===== src/rtl/mcu_arb_pkg.sv =====
// mcu_arb_pkg: state encoding and default timing constants shared by mcu_spi_arbiter
package mcu_arb_pkg;
  typedef enum logic [2:0] {ST_INT, ST_SW_EXT, ST_GAP_EXT, ST_EXT, ST_GAP_INT} arb_state_t;
  localparam int SYNC_STAGES_D = 2;
  localparam int DET_CYCLES_D = 16;
  localparam int GUARD_CYCLES_D = 4;
  localparam logic [23:0] EXT_TIMEOUT_D = 24'hFFFFFF;
endpackage


===== src/rtl/mcu_spi_arbiter_if.sv =====
// mcu_spi_arbiter_if: board-pin masters and core-side SPI port of the arbiter
interface mcu_spi_arbiter_if;
  logic int_sclk, int_csn, int_mosi;
  logic ext_sclk, ext_csn, ext_mosi;
  logic mcu_sclk, mcu_csn, mcu_mosi;
  logic sel_ext, switching;
  logic [7:0] blocked_cnt;
  modport slave (
    input int_sclk, int_csn, int_mosi, ext_sclk, ext_csn, ext_mosi,
    output mcu_sclk, mcu_csn, mcu_mosi, sel_ext, switching, blocked_cnt
  );
  modport master (
    output int_sclk, int_csn, int_mosi, ext_sclk, ext_csn, ext_mosi,
    input mcu_sclk, mcu_csn, mcu_mosi, sel_ext, switching, blocked_cnt
  );
endinterface


===== src/rtl/spi_sync.sv =====
// spi_sync: N-stage synchronizer, asynchronously reset to 1 (idle chip select)
module spi_sync #(
  parameter int N = 2
) (
  input  logic clk,
  input  logic rst,
  input  logic d,
  output logic q
);
  logic [N-1:0] sr;
  always_ff @(posedge clk or posedge rst)
    if (rst) sr <= '1;
    else sr <= (sr << 1) | N'(d);
  assign q = sr[N-1];
endmodule


===== src/rtl/mcu_spi_arbiter.sv =====
// mcu_spi_arbiter: frame-safe sharing of the MCU SPI port between BL616 and M0S Dock
// define MCU_ARB_TIMEOUT_EN to hand the port back to BL616 after a long external idle
module mcu_spi_arbiter
  import mcu_arb_pkg::*;
#(
  parameter int SYNC_STAGES = SYNC_STAGES_D,
  parameter int DET_CYCLES = DET_CYCLES_D,
  parameter int GUARD_CYCLES = GUARD_CYCLES_D
`ifdef MCU_ARB_TIMEOUT_EN
  , parameter logic [23:0] EXT_TIMEOUT = EXT_TIMEOUT_D
`endif
) (
  input logic clk32,
  input logic por,
  mcu_spi_arbiter_if.slave bus
);
  localparam int DW = $clog2(DET_CYCLES + 1);
  localparam int GW = GUARD_CYCLES > 1 ? $clog2(GUARD_CYCLES) : 1;
  arb_state_t state, nxt;
  logic int_cs_s, ext_cs_s, int_cs_d, ext_cs_d;
  logic gate_q, sel_q, ext_req, guard_done, det_clr, blk_inc, tmo;
  logic [DW-1:0] dcnt;
  logic [GW-1:0] gcnt;
  logic [7:0] blk;
  spi_sync #(.N(SYNC_STAGES)) u_int_sync (.clk(clk32), .rst(por), .d(bus.int_csn), .q(int_cs_s));
  spi_sync #(.N(SYNC_STAGES)) u_ext_sync (.clk(clk32), .rst(por), .d(bus.ext_csn), .q(ext_cs_s));
  assign guard_done = gcnt == GW'(GUARD_CYCLES - 1);
  assign det_clr = state == ST_GAP_INT && nxt == ST_INT;
  assign blk_inc = (state == ST_INT && ext_cs_d && !ext_cs_s) ||
                   ((state == ST_EXT || state == ST_GAP_EXT) && int_cs_d && !int_cs_s);
`ifdef MCU_ARB_TIMEOUT_EN
  logic [23:0] tcnt;
  always_ff @(posedge clk32 or posedge por)
    if (por) tcnt <= '0;
    else tcnt <= (state != ST_EXT || !ext_cs_s) ? '0 : (tcnt == EXT_TIMEOUT) ? tcnt : tcnt + 1'b1;
  assign tmo = tcnt == EXT_TIMEOUT;
`else
  assign tmo = 1'b0;
`endif
  always_comb begin
    nxt = state;
    case (state)
      ST_INT:     nxt = ext_req ? ST_SW_EXT : ST_INT;
      ST_SW_EXT:  nxt = int_cs_s ? ST_GAP_EXT : ST_SW_EXT;
      ST_GAP_EXT: nxt = (guard_done && ext_cs_s) ? ST_EXT : ST_GAP_EXT;
      ST_EXT:     nxt = (tmo && int_cs_s) ? ST_GAP_INT : ST_EXT;
      ST_GAP_INT: nxt = guard_done ? ST_INT : ST_GAP_INT;
      default:    nxt = ST_INT;
    endcase
  end
  always_ff @(posedge clk32 or posedge por)
    if (por) begin
      state <= ST_INT;
      gate_q <= 1'b1;
      sel_q <= 1'b0;
      gcnt <= '0;
      dcnt <= '0;
      ext_req <= 1'b0;
      int_cs_d <= 1'b1;
      ext_cs_d <= 1'b1;
      blk <= '0;
    end else begin
      state <= nxt;
      gate_q <= nxt == ST_GAP_EXT || nxt == ST_GAP_INT;
      sel_q <= nxt == ST_EXT || nxt == ST_GAP_INT;
      gcnt <= (nxt != state) ? '0 : guard_done ? gcnt : gcnt + 1'b1;
      dcnt <= (ext_cs_s || det_clr) ? '0 : (dcnt == DW'(DET_CYCLES)) ? dcnt : dcnt + 1'b1;
      ext_req <= det_clr ? 1'b0 : ext_req | (!ext_cs_s && dcnt == DW'(DET_CYCLES - 1));
      int_cs_d <= int_cs_s;
      ext_cs_d <= ext_cs_s;
      blk <= blk + 8'(blk_inc && blk != 8'hFF);
    end
  assign bus.mcu_csn = gate_q | (sel_q ? bus.ext_csn : bus.int_csn);
  assign bus.mcu_sclk = !gate_q & (sel_q ? bus.ext_sclk : bus.int_sclk);
  assign bus.mcu_mosi = !gate_q & (sel_q ? bus.ext_mosi : bus.int_mosi);
  assign bus.sel_ext = sel_q;
  assign bus.switching = state == ST_SW_EXT || state == ST_GAP_EXT || state == ST_GAP_INT;
  assign bus.blocked_cnt = blk;
endmodule


===== src/flat_wrapper.sv =====
// flat-port wrapper written by rule: the top's interface ports become plain ports
module mcu_spi_arbiter_flat import mcu_arb_pkg::*;
#(
  parameter int SYNC_STAGES = SYNC_STAGES_D,
  parameter int DET_CYCLES = DET_CYCLES_D,
  parameter int GUARD_CYCLES = GUARD_CYCLES_D

)
  (clk32, por, bus_int_sclk, bus_int_csn, bus_int_mosi, bus_ext_sclk, bus_ext_csn, bus_ext_mosi, bus_mcu_sclk, bus_mcu_csn, bus_mcu_mosi, bus_sel_ext, bus_switching, bus_blocked_cnt);
  mcu_spi_arbiter_if bus_i ();
  input logic clk32;
  input logic por;
  input wire logic [$bits(bus_i.int_sclk)-1:0] bus_int_sclk;
  input wire logic [$bits(bus_i.int_csn)-1:0] bus_int_csn;
  input wire logic [$bits(bus_i.int_mosi)-1:0] bus_int_mosi;
  input wire logic [$bits(bus_i.ext_sclk)-1:0] bus_ext_sclk;
  input wire logic [$bits(bus_i.ext_csn)-1:0] bus_ext_csn;
  input wire logic [$bits(bus_i.ext_mosi)-1:0] bus_ext_mosi;
  output wire logic [$bits(bus_i.mcu_sclk)-1:0] bus_mcu_sclk;
  output wire logic [$bits(bus_i.mcu_csn)-1:0] bus_mcu_csn;
  output wire logic [$bits(bus_i.mcu_mosi)-1:0] bus_mcu_mosi;
  output wire logic [$bits(bus_i.sel_ext)-1:0] bus_sel_ext;
  output wire logic [$bits(bus_i.switching)-1:0] bus_switching;
  output wire logic [$bits(bus_i.blocked_cnt)-1:0] bus_blocked_cnt;
  assign bus_i.int_sclk = bus_int_sclk;
  assign bus_i.int_csn = bus_int_csn;
  assign bus_i.int_mosi = bus_int_mosi;
  assign bus_i.ext_sclk = bus_ext_sclk;
  assign bus_i.ext_csn = bus_ext_csn;
  assign bus_i.ext_mosi = bus_ext_mosi;
  assign bus_mcu_sclk = bus_i.mcu_sclk;
  assign bus_mcu_csn = bus_i.mcu_csn;
  assign bus_mcu_mosi = bus_i.mcu_mosi;
  assign bus_sel_ext = bus_i.sel_ext;
  assign bus_switching = bus_i.switching;
  assign bus_blocked_cnt = bus_i.blocked_cnt;
  mcu_spi_arbiter #(.SYNC_STAGES(SYNC_STAGES), .DET_CYCLES(DET_CYCLES), .GUARD_CYCLES(GUARD_CYCLES)) u_core (.clk32(clk32), .por(por), .bus(bus_i));
endmodule

===== config.mk =====
export PLATFORM = sky130hd
export DESIGN_NAME = mcu_spi_arbiter_flat
export DESIGN_NICKNAME = d
export VERILOG_FILES = /design/src/rtl/mcu_arb_pkg.sv /design/src/rtl/mcu_spi_arbiter_if.sv /design/src/rtl/spi_sync.sv /design/src/rtl/mcu_spi_arbiter.sv /design/src/flat_wrapper.sv
export SDC_FILE = /design/constraint.sdc
export NUM_CORES = 1
export LEC_CHECK = 0
export ABC_AREA = 1
export BUFFER_PORTS_ARGS = -buffer_cell sky130_fd_sc_hd__buf_2
export CAP_MARGIN = 10
export CORE_MARGIN = 2
export CORE_UTILIZATION = 49
export DETAILED_ROUTE_END_ITERATION = 6
export PLACE_DENSITY = 0.74
export SLEW_MARGIN = 20
export SYNTH_ARGS = -nofsm -noshare
export SYNTH_HDL_FRONTEND = slang
export SYNTH_SLANG_ARGS = --single-unit
export TNS_END_PERCENT = 20

===== constraint.sdc =====
create_clock -name clk32 -period 1.65 [get_ports clk32]
set_clock_uncertainty 0.1 [all_clocks]
set_input_delay 0.2475 -clock clk32 [delete_from_list [all_inputs] [get_ports clk32]]
set_output_delay 0.2475 -clock clk32 [all_outputs]
set_load 0.02 [all_outputs]

Yosys cells after proc, flatten, opt, wreduce, memory -nomap -nowiden
Cells that the tools add are included.
{"block": "totals", "inputBits": 8, "elab_cells": 67, "register_bits": 27, "output_inout_bits": 13}
{"block": "classes", "n_eq_ne": 14, "bitwise": 6, "n_mux": 13, "reduce_logical": 20, "addsub": 3}
{"operator": "case mux 3 bit (5 select lines)", "count": 1}
{"operator": "== test 3 x 2 -> 1 bit, second input constant", "count": 4}
{"operator": "two-way mux 5 bit", "count": 2}
{"operator": "adder 8 x 1 -> 8 bit", "count": 1}
{"operator": "logical AND 1 bit", "count": 8}
{"operator": "inequality test 8 bit, second input constant", "count": 1}
{"operator": "logical OR 1 bit", "count": 7}
{"operator": "== test 3 bit, second input constant", "count": 2}
{"operator": "logical NOT 3 bit", "count": 2}
{"operator": "two-way mux 1 bit", "count": 6}
{"operator": "two-way mux 2 bit", "count": 3}
{"operator": "adder 5 x 1 -> 5 bit, second input constant", "count": 1}
{"operator": "== test 5 x 4 -> 1 bit, second input constant", "count": 1}
{"operator": "== test 5 bit, second input constant", "count": 1}
{"operator": "bitwise OR 2 x 1 -> 2 bit", "count": 2}
{"operator": "== test 3 x 1 -> 1 bit, second input constant", "count": 1}
{"operator": "logical NOT 1 bit", "count": 3}
{"operator": "two-way mux 3 bit", "count": 1}
{"operator": "inequality test 3 bit", "count": 1}
{"operator": "adder 2 x 1 -> 2 bit, second input constant", "count": 1}
{"operator": "bitwise AND 1 bit", "count": 2}
{"operator": "== test 2 bit, second input constant", "count": 1}
{"operator": "inequality test 2 x 1 -> 1 bit, second input constant", "count": 1}
{"operator": "inequality test 2 bit, second input constant", "count": 1}
{"operator": "bitwise OR 1 bit", "count": 2}

Depth between registers and ports, before layout
Gate-level depths: netlist (run 1).
{"block": "depth", "word_depth": 8, "mapped_depth": 11, "mapped_depth_nobuf": 11}

Cells and area by module
A second synthesis (run 1) with hierarchy kept.
{"block": "hier_totals", "hier_cells": 135, "area_unflattened_um2": 1333.8}
{"mod": "mcu_spi_arbiter", "area_per_inst_um2": 1221.2, "instances": 1, "seq_area_each_um2": 579.3, "cells_each": 129}
{"mod": "spi_sync", "area_per_inst_um2": 56.3, "instances": 2, "seq_area_each_um2": 52.6, "cells_each": 3}

Worst setup path before layout (run 1)
Ideal clock, no wire load.
{"block": "synth_path", "path_kind": "reg2reg", "from": "reg u_core.blk[2] (netlist: u_core.bus.blocked_cnt[2])", "to": "reg u_core.blk[6] (netlist: u_core.bus.blocked_cnt[6])", "setup_ns": 0.132, "arrival_ns": 1.489, "path_stages_with_launch": 11, "period_less_slack_ns": 1.721, "path_slack_ns": -0.071, "required_ns": 1.418, "n_path_buf": 0, "path_cell_list": "dfrtp_1 -> nand2_1 -> inv_1 -> nand3_1 -> o21ai_1 -> inv_1 -> ha_1 -> ha_1 -> nand2_1 -> nor2_1 -> xor2_1"}
{"block": "synth_between", "elab_chain_cells": 3}
{"element": "start, declared", "line": "mcu_spi_arbiter.sv:24", "text": "logic [7:0] blk;"}
{"element": "start signal, assigned", "line": "mcu_spi_arbiter.sv:71", "text": "blk <= blk + 8'(blk_inc && blk != 8'hFF);"}
{"element": "inequality test 8 bit", "line": "mcu_spi_arbiter.sv:71"}
{"element": "logical AND 1 bit", "line": "mcu_spi_arbiter.sv:71"}
{"element": "adder 8 x 1 -> 8 bit (*)", "line": "mcu_spi_arbiter.sv:71"}
Every way passes the cells marked *; elsewhere a longest branch is shown, timed or not.
A chain may end at the register's enable or synchronous reset.

Worst setup path in the final report (run 1)
{"block": "layout_path", "from": "reg u_core.state[1]", "to": "out bus_switching"}
{"block": "layout_between", "elab_chain_cells": 3, "elab_cells_between_ends": 5, "classes_between": "eq/ne (3); reduce/logical (2)"}
{"element": "start, declared", "line": "mcu_spi_arbiter.sv:19", "text": "arb_state_t state, nxt;"}
{"element": "start signal, assigned", "line": "mcu_spi_arbiter.sv:63", "text": "state <= nxt;"}
{"element": "== test 3 x 1 -> 1 bit / == test 3 x 2 -> 1 bit (equally long branches)", "line": "mcu_spi_arbiter.sv:77", "text": "assign bus.switching = state == ST_SW_EXT || state == ST_GAP_EXT || state == ST_GAP_INT;"}
{"element": "logical OR 1 bit", "line": "mcu_spi_arbiter.sv:77"}
{"element": "logical OR 1 bit (*)", "line": "mcu_spi_arbiter.sv:77"}
{"element": "end, declared", "line": "flat_wrapper.sv:23", "text": "output wire logic [$bits(bus_i.switching)-1:0] bus_switching;"}
Marked as above.

==> flow_metrics.env, run 1 <==
export IMPL_status="complete, but fails checks"
export IMPL_violations_in_the_final_reports="setup timing"
export IMPL_fp_coreArea_um2=2450
export IMPL_synthSimpleGateAreaFrac=0.206
export IMPL_final_area_um2=1640
export IMPL_yosys_cell_count_top_type="sky130_fd_sc_hd__nand2_1"
export IMPL_start_util=0.509
export IMPL_port_buffer_count=20
export IMPL_timing_final_setup_violations=5
export IMPL_postLayoutCoreUtil=0.668
export IMPL_synth_ff_latch_count=27
export IMPL_synth_mux_area_frac=0.00802
export IMPL_fin_crit_ns=1.75
export IMPL_route_vias_total=981
export IMPL_first_global_vias=980
export IMPL_preCtsSetupSlack_ns=-0.0618
export IMPL_yosysSeqAreaShare=0.548
export IMPL_regToRegStartpoint="u_core.state[1]$_DFF_PP0_"
export IMPL_peakVddDrop_uv=1190
export IMPL_ant_nets=0
export IMPL_top_level_ports=21
export IMPL_reg2reg_slack_ns=-0.09
export IMPL_final_critical_path_setup_slack_ns=-0.100
export IMPL_place_congestion=0.839
export IMPL_synth_area_leaders="sky130_fd_sc_hd__dfrtp_1 40%, sky130_fd_sc_hd__dfstp_2 15%, sky130_fd_sc_hd__nand2_1 6.6%, sky130_fd_sc_hd__ha_1 6.0%, sky130_fd_sc_hd__inv_1 5.1%"
export IMPL_clock_pin_transition_on_the_worst_setup_and_hold_timing_paths_ns=0.13
export IMPL_critPathArrivalTime_ns=1.40
export IMPL_finalHoldViolations=0
export IMPL_category_of_the_worst_setup_path_capture_point="primary output"
export IMPL_ys_warn_count=0
export IMPL_dpl_instance_area_um2=1510
export IMPL_kind_of_start_point_of_the_critical_path="flop"
export IMPL_post_synth_xor_area_fraction=0.0561
export IMPL_dp_hpwl_mm=1.81
export IMPL_num_nets_final=188
export IMPL_worst_hold_path_endpoint="u_core.u_int_sync.sr[1]$_DFF_PP1_"
export IMPL_max_freq_ghz=0.571
export IMPL_rsz0062_at_grt="yes"
export IMPL_dominant_combinational_cell_family_by_area_after_synthesis="simple AND/OR/NAND/NOR gates"
export IMPL_overall_die_width_um=54.5
export IMPL_dieHeight_um=54.5
export IMPL_post_synth_cell_area_avg_um2=9.46
export IMPL_cts_tree="done"
export IMPL_cp_data_required_time_ns=1.30
export IMPL_grt_util_all_layers=0.193
export IMPL_drtIter0Drc=6
export IMPL_static_leakage_power_nw=0.842
export IMPL_post_synth_top_area_fraction=0.401
export IMPL_synthesis_instances=132
export IMPL_worst_hold_path_startpoint="u_core.u_int_sync.sr[0]$_DFF_PP1_"
export IMPL_hold_class="flop to flop"
export IMPL_cts_root_to_sink_buffers=2
export IMPL_critPathMaxFanout=3
export IMPL_fp_dieArea_um2=2970
export IMPL_timing_setup_critical_path_class="flop to primary output"
export IMPL_finalCritPeriodShare=1.06
export IMPL_largest_net_degree_at_the_start_of_global_routing=28
export IMPL_holdPathStages=0
export IMPL_synthAdderAreaFrac=0.0601
export IMPL_worst_r2r_cell_count=10
export IMPL_clock_sink_count=27
export IMPL_routed_wirelength_mm=2.41
export IMPL_dominant_cell_type_by_area_after_synthesis="sky130_fd_sc_hd__dfrtp_1"
export IMPL_antenna_cells_inserted=0
export IMPL_area_growth_synth_to_final_pct=31.3
export IMPL_power_density_nw_per_um2=1280
export IMPL_via_per_inst=4.83
export IMPL_synth_edff_count=0
export IMPL_post_synth_instance_area_um2=1250
export IMPL_drt_drc_violations_left=0
export IMPL_async_reset_ff_frac=1.00
export IMPL_row_count=18
export IMPL_synth_unique_cells=23
export IMPL_overflow=0
export IMPL_cts_root_buffer_cell="sky130_fd_sc_hd__clkbuf_4"
export IMPL_post_route_cells_drive_above_1_share=0.399
export IMPL_number_of_antenna_violations_at_the_first_check_in_global_routing=0
export IMPL_maxCapViolations=0
export IMPL_numCtsBuffers=3
export IMPL_syn_num_nets=146
export IMPL_synth_cells_most_frequent="22 x sky130_fd_sc_hd__nand2_1, 20 x sky130_fd_sc_hd__dfrtp_1, 17 x sky130_fd_sc_hd__inv_1, 13 x sky130_fd_sc_hd__nor2_1, 10 x sky130_fd_sc_hd__nand3_1"
export IMPL_max_slew_worst_pin_slew_ns=0.323
export IMPL_insertion_delay_ns=0.30
export IMPL_synth_flop_cell="sky130_fd_sc_hd__dfrtp_1"
export IMPL_dr_pass1_iters=4
export IMPL_maxSlewHeadroom=0.785
export IMPL_slew_violations=0
export IMPL_h_tree_depth=1
export IMPL_wl_per_cell_um=11.9
export IMPL_grt_first_pass_wirelength_mm=3.94
export IMPL_worstReg2RegEnd="u_core.bus.blocked_cnt[7]$_DFF_PP0_"
export IMPL_synth_compound_gate_area_share=0.0581
==> metrics by stage <==
stage	hold slack, ns	total power, W	TNS (ns)	std cells
after detailed placement	0.218	0.00173	-0.153	193
after global routing	0.268	0.00226	-1.00	203
final	0.265	0.00210	-0.367	203
after global placement	0.211	0.00169	-0.0134	193
after floorplan	0.152	0.00142	-0.00464	132
after CTS	0.267	0.00206	-0.294	202
==> layout make-up <==
class | instances | area, um2
Clock buffer | 4 | 26.3
Fill cell | 193 | 816
Sequential cell | 27 | 687
Inverter | 21 | 81.3
Timing Repair Buffer | 37 | 244
Tap cell | 30 | 37.5
Multi-Input combinational cell | 84 | 563
==> sequential cells by signal, indices dropped and copies added, names as in the netlist, 2 cells and up <==
| signal | count |
|---|---|
| u_core.gcnt | 2 |
| u_core.u_int_sync.sr | 2 |
| u_core.bus.blocked_cnt | 8 |
| u_core.dcnt | 5 |
| u_core.state | 3 |
| u_core.u_ext_sync.sr | 2 |
==> critical path, stage by stage, from the launching register on <==
cell,delay (ns)
sky130_fd_sc_hd__dfrtp_1,0.47
sky130_fd_sc_hd__nor2_4,0.16
sky130_fd_sc_hd__buf_6,0.12
sky130_fd_sc_hd__inv_4,0.03
sky130_fd_sc_hd__o211ai_1,0.15
sky130_fd_sc_hd__buf_4,0.17
==> report_power, final <==
| group | switching, W | total, W | internal (W) |
|---|---|---|---|
| Clock | 0.000173 | 0.000267 | 0.0000942 |
| Combinational | 0.000508 | 0.000922 | 0.000414 |
| Sequential | 0.000107 | 0.000915 | 0.000808 |
| Total | 0.000787 | 0.00210 | 0.00132 |
==> cell usage in the layout (no fill, tap or decap), types with 3 or more instances in the layout <==
cell type                       count
sky130_fd_sc_hd__clkbuf_4           3
sky130_fd_sc_hd__buf_2             18
sky130_fd_sc_hd__o21ai_1            4
sky130_fd_sc_hd__nand2_2            4
sky130_fd_sc_hd__nand2_1           20
sky130_fd_sc_hd__nand3_1            8
sky130_fd_sc_hd__dfstp_2            7
sky130_fd_sc_hd__ha_1               4
sky130_fd_sc_hd__buf_4             15
sky130_fd_sc_hd__inv_2              3
sky130_fd_sc_hd__nor2_1            11
sky130_fd_sc_hd__a21oi_1            6
sky130_fd_sc_hd__xor2_1             5
sky130_fd_sc_hd__nor2_4             3
sky130_fd_sc_hd__dfrtp_1           18
sky130_fd_sc_hd__dlygate4sd3_1      3
sky130_fd_sc_hd__nor2_2             3
sky130_fd_sc_hd__inv_1             16
==> worst max-delay path by stage <==
stage                         startpoint  slack, ns                                  end
3_5_place_dp   u_core.state[1]$_DFF_PP0_      -0.06  u_core.bus.blocked_cnt[6]$_DFF_PP0_
6_report       u_core.state[1]$_DFF_PP0_      -0.10                        bus_switching
2_1_floorplan  u_core.state[1]$_DFF_PP0_     -0.005  u_core.bus.blocked_cnt[7]$_DFF_PP0_
4_1_cts        u_core.state[0]$_DFF_PP0_      -0.09                        bus_switching
3_3_place_gp   u_core.state[1]$_DFF_PP0_      -0.01  u_core.bus.blocked_cnt[6]$_DFF_PP0_
5_1_grt        u_core.state[1]$_DFF_PP0_      -0.21  u_core.bus.blocked_cnt[7]$_DFF_PP0_
==> cell families after synthesis <==
kind of cell | Yosys count
and+or+nand+nor | 55
DFF | 27
buffers and inverters | 21
AOI/OAI and AO/OA | 14
xor gates and xnor gates | 8
adders and majority gates | 6
muxes | 1
==> what timing repair did <==
action,in CTS,in global routing
resized for setup,5,9
endpoints found under the setup margin,4,8
cloned,0,0
hold buffers,3,0
pin swaps,6,6
setup buffers,2,1
hold endpoints to repair,22,0
==> layer usage <==
layer,GRT usage,vias up,wire length (um),share of wire
met4,0.0750,0,27,0.011
met3,0.0328,2,78,0.032
met5,0,-,0,0
met2,0.357,18,1290,0.53
met1,0.218,459,1020,0.42
li1,-,502,-,-
Note: power is estimated with default switching activity, not from simulation.
==> inputs of run 2 (changes only) <==
--- a/config.mk
+++ b/config.mk
@@ -12,6 +12,8 @@
 export CORE_UTILIZATION = 49
 export DETAILED_ROUTE_END_ITERATION = 6
 export PLACE_DENSITY = 0.74
+export RECOVER_POWER = 50
+export SETUP_SLACK_MARGIN = 0.5
 export SLEW_MARGIN = 20
 export SYNTH_ARGS = -nofsm -noshare
 export SYNTH_HDL_FRONTEND = slang
==> run 2 against run 1 <==
Effect of this change: the run still ends with setup timing left; via count increased by 9.2%; clock power increased by 9.4%; sequential cell count unchanged; design area increased by 14%; total power increased by 13%; cell count increased by 0.49%; utilization increased by 9.0 points; count of clock-buffer cells in the layout decreased by 1; sequential share of layout area decreased by 5.0 points; critical path type is now flop to flop; largest cell class is now multi-input gates; highest routed layer unchanged.
==> flow_metrics.env, run 2 (synthesis results as in run 1) <==
export IMPL_hold_class="flop to flop"
export IMPL_timing_final_setup_violations=7
export IMPL_maxSlewHeadroom=0.570
export IMPL_cts_tree="done"
export IMPL_crit_slowest_cell="sky130_fd_sc_hd__dfrtp_1"
export IMPL_status="complete, but fails checks"
export IMPL_worst_hold_path_startpoint="u_core.u_ext_sync.sr[0]$_DFF_PP1_"
export IMPL_cts_root_to_sink_buffers=2
export IMPL_slew_violations=0
export IMPL_violations_in_the_final_reports="setup timing"
export IMPL_finalHoldViolations=0
export IMPL_dp_hpwl_mm=1.78
export IMPL_largest_register_ffs=8
export IMPL_rsz0062_at_grt="yes"
export IMPL_category_of_the_worst_setup_path_capture_point="flop"
export IMPL_fp_coreArea_um2=2450
export IMPL_cts_root_buffer_cell="sky130_fd_sc_hd__clkbuf_4"
export IMPL_critPathArrivalTime_ns=1.95
export IMPL_row_count=18
export IMPL_post_route_cells_drive_above_1_share=0.563
export IMPL_clock_sink_count=27
export IMPL_max_freq_ghz=0.558
export IMPL_postLayoutCoreUtil=0.758
export IMPL_kind_of_start_point_of_the_critical_path="flop"
export IMPL_final_critical_path_setup_slack_ns=-0.142
export IMPL_first_global_vias=1015
export IMPL_fin_crit_ns=1.79
export IMPL_number_of_antenna_violations_at_the_first_check_in_global_routing=0
export IMPL_port_buffer_count=20
export IMPL_area_growth_synth_to_final_pct=49.0
export IMPL_timing_setup_critical_path_class="flop to flop"
export IMPL_worst_hold_slack_ns=0.273
export IMPL_max_slew_worst_pin_slew_ns=0.644
export IMPL_timing_critical_path_cells="inv_1 -> nor2_2 -> nand3_2 -> o21ai_2 -> o21ai_1 -> inv_1 -> ha_4 -> ha_4 -> nand2_4 -> nor2_4 -> xor2_1"
export IMPL_start_util=0.509
export IMPL_via_per_inst=5.25
export IMPL_grt_util_all_layers=0.191
export IMPL_critPathMaxFanout=3
export IMPL_insertion_delay_ns=0.32
export IMPL_holdPathStages=0
export IMPL_ant_nets=0
export IMPL_power_density_nw_per_um2=1280
export IMPL_grt_first_pass_wirelength_mm=4.02
export IMPL_peakVddDrop_uv=1210
export IMPL_wl_per_cell_um=14.5
export IMPL_overall_die_width_um=54.5
export IMPL_most_frequent_cells_in_the_layout="18 x sky130_fd_sc_hd__dfrtp_1, 15 x sky130_fd_sc_hd__nand2_1, 14 x sky130_fd_sc_hd__buf_6, 11 x sky130_fd_sc_hd__inv_1, 10 x sky130_fd_sc_hd__buf_2"
export IMPL_fill_cells=150
export IMPL_cp_data_required_time_ns=1.81
export IMPL_maxCapViolations=0
export IMPL_slowest_delay_ns=0.46
export IMPL_h_tree_depth=1
export IMPL_worst_path_buf_inv=2
export IMPL_static_leakage_power_nw=0.911
export IMPL_num_nets_final=189
export IMPL_dr_pass1_iters=4
export IMPL_drtIter0Drc=24
export IMPL_dpl_instance_area_um2=1520
export IMPL_clock_pin_transition_on_the_worst_setup_and_hold_timing_paths_ns=0.15
export IMPL_reg2reg_slack_ns=-0.14
export IMPL_place_congestion=0.831
export IMPL_fp_dieArea_um2=2970
export IMPL_dieHeight_um=54.5
export IMPL_overflow=0
export IMPL_worst_hold_path_endpoint="u_core.u_ext_sync.sr[1]$_DFF_PP1_"
export IMPL_top_level_ports=21
export IMPL_numCtsBuffers=3
export IMPL_final_common_cell="sky130_fd_sc_hd__dfrtp_1"
export IMPL_final_area_um2=1860
export IMPL_drt_drc_violations_left=0
export IMPL_worst_r2r_cell_count=11
export IMPL_finalCritPeriodShare=1.09
export IMPL_routed_wirelength_mm=2.95
export IMPL_regToRegStartpoint="u_core.state[1]$_DFF_PP0_"
export IMPL_worstReg2RegEnd="u_core.bus.blocked_cnt[6]$_DFF_PP0_"
export IMPL_antenna_cells_inserted=0
export IMPL_largest_net_degree_at_the_start_of_global_routing=28
export IMPL_route_vias_total=1071
export IMPL_cp_top_family="flip-flops"
run 2: cell count changes in the layout (fill, tap and decap cells not counted), sizes merged:
cell,previous run,this run
buf,34,33
clkbuf,4,5
clkinvlp,0,1
run 2: final cells by class:
type / instances / area (um2) / share of cell area
multi-input cells: 84 / 709 / 0.381
clock buffers: 3 / 22.5 / 0.0121
flip-flops and latches: 27 / 687 / 0.369
repair buffers: 38 / 314 / 0.169
clock inverters: 1 / 7.51 / 0.00403
well taps: 30 / 37.5 / 0.0202
inverters: 21 / 82.6 / 0.0444
run 2: repair_timing:
item / CTS / global route
pin swaps: 18 / 22
setup buffers: 2 / 1
hold buffers: 3 / 0
setup endpoints to repair: 33 / 34
hold endpoints to repair: 22 / 0
resized for setup: 48 / 28
run 2: worst max-delay path by stage:
stage          depth (start not counted)  slack (ns)                             endpoint                 startpoint
6_report                              11       -0.14  u_core.bus.blocked_cnt[6]$_DFF_PP0_  u_core.state[1]$_DFF_PP0_
3_3_place_gp                          10       -0.02  u_core.bus.blocked_cnt[6]$_DFF_PP0_  u_core.state[1]$_DFF_PP0_
4_1_cts                                5       -0.08                        bus_switching  u_core.state[0]$_DFF_PP0_
2_1_floorplan                         10      -0.005  u_core.bus.blocked_cnt[7]$_DFF_PP0_  u_core.state[1]$_DFF_PP0_
5_1_grt                               11       -0.19  u_core.bus.blocked_cnt[6]$_DFF_PP0_  u_core.state[1]$_DFF_PP0_
3_5_place_dp                          10       -0.08  u_core.bus.blocked_cnt[6]$_DFF_PP0_  u_core.state[1]$_DFF_PP0_
run 2: power breakdown:
part           total (W)  internal [W]  switching (W)
registers       0.000930      0.000808       0.000122
logic            0.00116      0.000562       0.000602
clock network   0.000292     0.0000927       0.000199
run 2: stage by stage:
stage	worst slack [ns]	power, W	setup TNS (ns)	cells
after floorplan	-0.00464	0.00142	-0.00464	132
after global placement	-0.0167	0.00171	-0.0167	194
after detailed placement	-0.0773	0.00175	-0.120	194
after CTS	-0.0822	0.00225	-0.227	203
after global routing	-0.186	0.00252	-1.03	204
final	-0.142	0.00239	-0.600	204
run 2: per-layer routing:
| metal | GRT usage | routed length [um] |
|---|---|---|
| met5 | 0 | 0 |
| met2 | 0.359 | 1630 |
| met3 | 0.0164 | 107 |
| met4 | 0.0667 | 80 |
| met1 | 0.225 | 1130 |
==> inputs of run 3 (changes only) <==
--- a/config.mk
+++ b/config.mk
@@ -11,11 +11,12 @@
 export CORE_MARGIN = 2
 export CORE_UTILIZATION = 49
 export DETAILED_ROUTE_END_ITERATION = 6
-export PLACE_DENSITY = 0.74
+export PLACE_DENSITY = 0.73
 export RECOVER_POWER = 50
 export SETUP_SLACK_MARGIN = 0.5
 export SLEW_MARGIN = 20
 export SYNTH_ARGS = -nofsm -noshare
 export SYNTH_HDL_FRONTEND = slang
+export SYNTH_HIERARCHICAL = 1
 export SYNTH_SLANG_ARGS = --single-unit
 export TNS_END_PERCENT = 20
==> run 3 against run 2 <==
Effect of this change: utilization increased by 2.6 points; register-to-register slack got worse by 0.16 ns; highest routed layer unchanged; first-iteration DRC count is 17% lower; sequential cell count unchanged; largest cell class unchanged; critical path type unchanged; the flow still finishes with violations (setup timing); total power rose by 2.4%; critical path depth is the same.
==> flow_metrics.env, run 3 <==
export IMPL_clkPwrFrac=0.123
export IMPL_synth_cells_most_frequent="21 x sky130_fd_sc_hd__nand2_1, 20 x sky130_fd_sc_hd__dfrtp_1, 19 x sky130_fd_sc_hd__inv_1, 9 x sky130_fd_sc_hd__nand3_1"
export IMPL_dpl_instance_area_um2=1580
export IMPL_worst_path_buf_inv=2
export IMPL_final_setup_tns_ns=-1.63
export IMPL_maxSlewHeadroom=0.822
export IMPL_insertion_delay_ns=0.33
export IMPL_power_density_nw_per_um2=1240
export IMPL_post_route_cells_drive_above_1_share=0.625
export IMPL_start_util=0.529
export IMPL_dominant_cell_type_by_area_after_synthesis="sky130_fd_sc_hd__dfrtp_1"
export IMPL_cts_root_to_sink_buffers=2
export IMPL_clock_pin_transition_on_the_worst_setup_and_hold_timing_paths_ns=0.15
export IMPL_place_congestion=0.780
export IMPL_row_count=18
export IMPL_post_synth_cell_area_avg_um2=9.88
export IMPL_seq_power_share=0.388
export IMPL_synth_ff_latch_count=27
export IMPL_finalNonFillerCells=214
export IMPL_drt_drc_violations_left=0
export IMPL_ant_nets=0
export IMPL_multi_input_area_um2=743
export IMPL_routed_wirelength_mm=3.17
export IMPL_max_freq_ghz=0.512
export IMPL_maxCapViolations=0
export IMPL_fill_cells=149
export IMPL_grt_util_all_layers=0.215
export IMPL_final_critical_path_setup_slack_ns=-0.305
export IMPL_crit_slowest_cell="sky130_fd_sc_hd__dfrtp_1"
export IMPL_cp_top_family="flip-flops"
export IMPL_max_slew_worst_pin_slew_ns=0.260
export IMPL_syn_num_nets=149
export IMPL_overflow=0
export IMPL_timing_setup_critical_path_class="flop to flop"
export IMPL_dp_cells=196
export IMPL_critPathArrivalTime_ns=2.11
export IMPL_category_of_the_worst_setup_path_capture_point="flop"
export IMPL_synth_unique_cells=27
export IMPL_finalHoldViolations=0
export IMPL_slowest_delay_ns=0.44
export IMPL_timing_critical_path_cells="buf_6 -> nor2_4 -> nand4_1 -> o21ai_1 -> o21ai_1 -> inv_1 -> ha_4 -> ha_4 -> nand2_4 -> nor2_4 -> xor2_1"
export IMPL_violations_in_the_final_reports="setup timing"
export IMPL_port_buffer_count=20
export IMPL_largest_net_degree_at_the_start_of_global_routing=24
export IMPL_most_frequent_cells_in_the_layout="18 x sky130_fd_sc_hd__buf_4, 14 x sky130_fd_sc_hd__nand2_1, 14 x sky130_fd_sc_hd__dfrtp_1, 13 x sky130_fd_sc_hd__buf_6, 13 x sky130_fd_sc_hd__inv_1"
export IMPL_antenna_cells_inserted=0
export IMPL_number_of_antenna_violations_at_the_first_check_in_global_routing=0
export IMPL_peakVddDrop_uv=1170
export IMPL_async_reset_ff_frac=1.00
export IMPL_num_nets_final=199
export IMPL_clock_sink_count=27
export IMPL_kind_of_start_point_of_the_critical_path="flop"
export IMPL_critPathMaxFanout=2
export IMPL_post_synth_instance_area_um2=1330
export IMPL_fin_crit_ns=1.95
export IMPL_reg2reg_slack_ns=-0.30
export IMPL_fp_dieArea_um2=3160
export IMPL_rsz0062_at_grt="yes"
export IMPL_design_internal_power_w=0.00148
export IMPL_dieHeight_um=56.2
export IMPL_final_common_cell="sky130_fd_sc_hd__buf_4"
export IMPL_top_level_ports=21
export IMPL_yosysSeqAreaShare=0.513
export IMPL_synth_area_leaders="sky130_fd_sc_hd__dfrtp_1 38%, sky130_fd_sc_hd__dfstp_2 14%, sky130_fd_sc_hd__nand2_1 5.9%, sky130_fd_sc_hd__ha_1 5.6%, sky130_fd_sc_hd__inv_1 5.3%"
export IMPL_cts_tree="done"
export IMPL_cp_data_required_time_ns=1.81
export IMPL_grt_first_pass_wirelength_mm=5.27
export IMPL_overall_die_width_um=56.2
export IMPL_ys_warn_count=6
export IMPL_synth_flop_cell="sky130_fd_sc_hd__dfrtp_1"
export IMPL_total_switching_power_w=0.000960
export IMPL_drtIter0Drc=20
export IMPL_via_per_inst=5.02
export IMPL_comb_power_share=0.489
export IMPL_largest_register_ffs=8
export IMPL_h_tree_depth=1
export IMPL_route_vias_total=1074
export IMPL_numCtsBuffers=3
export IMPL_area_growth_synth_to_final_pct=48.2
export IMPL_switching_share=0.393
export IMPL_finalCritPeriodShare=1.18
export IMPL_dr_pass1_iters=4
export IMPL_slew_violations=0
export IMPL_dp_hpwl_mm=1.96
export IMPL_status="complete, but fails checks"
export IMPL_wl_per_cell_um=14.8
export IMPL_final_area_um2=1980
export IMPL_timing_final_setup_violations=8
export IMPL_first_global_vias=1158
export IMPL_post_synth_top_area_fraction=0.375
export IMPL_seqCellArea_um2=692
export IMPL_cts_root_buffer_cell="sky130_fd_sc_hd__clkbuf_4"
export IMPL_yosys_cell_count_top_type="sky130_fd_sc_hd__nand2_1"
export IMPL_synthesis_instances=135
export IMPL_fp_coreArea_um2=2520
export IMPL_synth_edff_count=0
export IMPL_hold_class="flop to flop"
export IMPL_static_leakage_power_nw=0.970
-- run 3: cell types whose count changed after synthesis, moves of 2 or more --
cell	change
sky130_fd_sc_hd__nor2_1	-6
sky130_fd_sc_hd__o21ai_1	-5
sky130_fd_sc_hd__nand2_4	+4
sky130_fd_sc_hd__a21oi_1	-3
sky130_fd_sc_hd__nand3_2	+3
sky130_fd_sc_hd__o21ai_2	+3
sky130_fd_sc_hd__inv_1	+2
sky130_fd_sc_hd__o21ai_0	+2
-- run 3: kinds of logic after synthesis --
kind of cell,synth area share
and+or+nand+nor,0.226
DFF,0.513
buffers and inverters,0.0779
AOI/OAI and AO/OA,0.0600
xor gates and xnor gates,0.0591
adders and majority gates,0.0563
muxes,0.00750
-- run 3: final cells by class --
| cell class | count | area share |
|---|---|---|
| multi-input cells | 83 | 0.376 |
| flip-flops and latches | 27 | 0.350 |
| repair buffers | 46 | 0.187 |
| inverters | 24 | 0.0525 |
| well taps | 30 | 0.0190 |
| clock buffers | 3 | 0.0114 |
| clock inverters | 1 | 0.00443 |
-- run 3: power groups by stage --
stage,Combinational [W],Sequential [W],Clock (W)
detailed placement,0.000795,0.000914,0
CTS,0.00104,0.000937,0.000311
floorplan,0.000435,0.00100,0
global route,0.00129,0.000964,0.000352
finish,0.00119,0.000947,0.000300
global placement,0.000761,0.000904,0
-- run 3: per-layer routing --
layer	track usage	share of wire	vias to the layer above
met5	0	0	-
met1	0.250	0.40	512
li1	-	-	527
met2	0.393	0.55	28
met4	0.0646	0.017	0
met3	0.0442	0.036	7
-- run 3: worst paths after layout --
check                                                  start                                   to  cells past startpoint
max                                u_core/state[0]$_DFF_PP0_  u_core/bus.blocked_cnt[6]$_DFF_PP0_                     11
min                        u_core/u_int_sync/sr[0]$_DFF_PP1_    u_core/u_int_sync/sr[1]$_DFF_PP1_                      0
max reg2reg                        u_core/state[0]$_DFF_PP0_  u_core/bus.blocked_cnt[6]$_DFF_PP0_                     11
min reg2reg                u_core/u_int_sync/sr[0]$_DFF_PP1_    u_core/u_int_sync/sr[1]$_DFF_PP1_                      0
max in group asynchronous                                por            u_core/int_cs_d$_DFF_PP1_                      4
min in group asynchronous                                por    u_core/u_int_sync/sr[0]$_DFF_PP1_                      3
-- run 3: repair_timing --
| action | in CTS | in global routing |
|---|---|---|
| gates resized for setup | 51 | 18 |
| setup endpoints to repair | 33 | 34 |
| hold endpoints to repair | 26 | 0 |
| hold buffers | 3 | 0 |
| setup buffers | 8 | 3 |
| pin swaps | 23 | 14 |
-- run 3: stage by stage --
step	setup WS (ns)	hold WS (ns)	util	total power, W
after floorplan	0.00423	0.0590	-	0.00144
after detailed placement	-0.0730	0.194	0.625	0.00171
after global routing	-0.383	0.271	0.784	0.00261
after global placement	0.00972	0.189	0.625	0.00167
final	-0.305	0.266	0.784	0.00244
after CTS	-0.137	0.267	0.744	0.00229
-- run 3: worst reg2reg max path, stage by stage (launching register included) --
cell	delay, ns
sky130_fd_sc_hd__dfrtp_1	0.44
sky130_fd_sc_hd__buf_6	0.14
sky130_fd_sc_hd__nor2_4	0.09
sky130_fd_sc_hd__nand4_1	0.15
sky130_fd_sc_hd__o21ai_1	0.14
sky130_fd_sc_hd__o21ai_1	0.09
sky130_fd_sc_hd__inv_1	0.10
sky130_fd_sc_hd__ha_4	0.16
sky130_fd_sc_hd__ha_4	0.15
sky130_fd_sc_hd__nand2_4	0.06
sky130_fd_sc_hd__nor2_4	0.10
sky130_fd_sc_hd__xor2_1	0.17
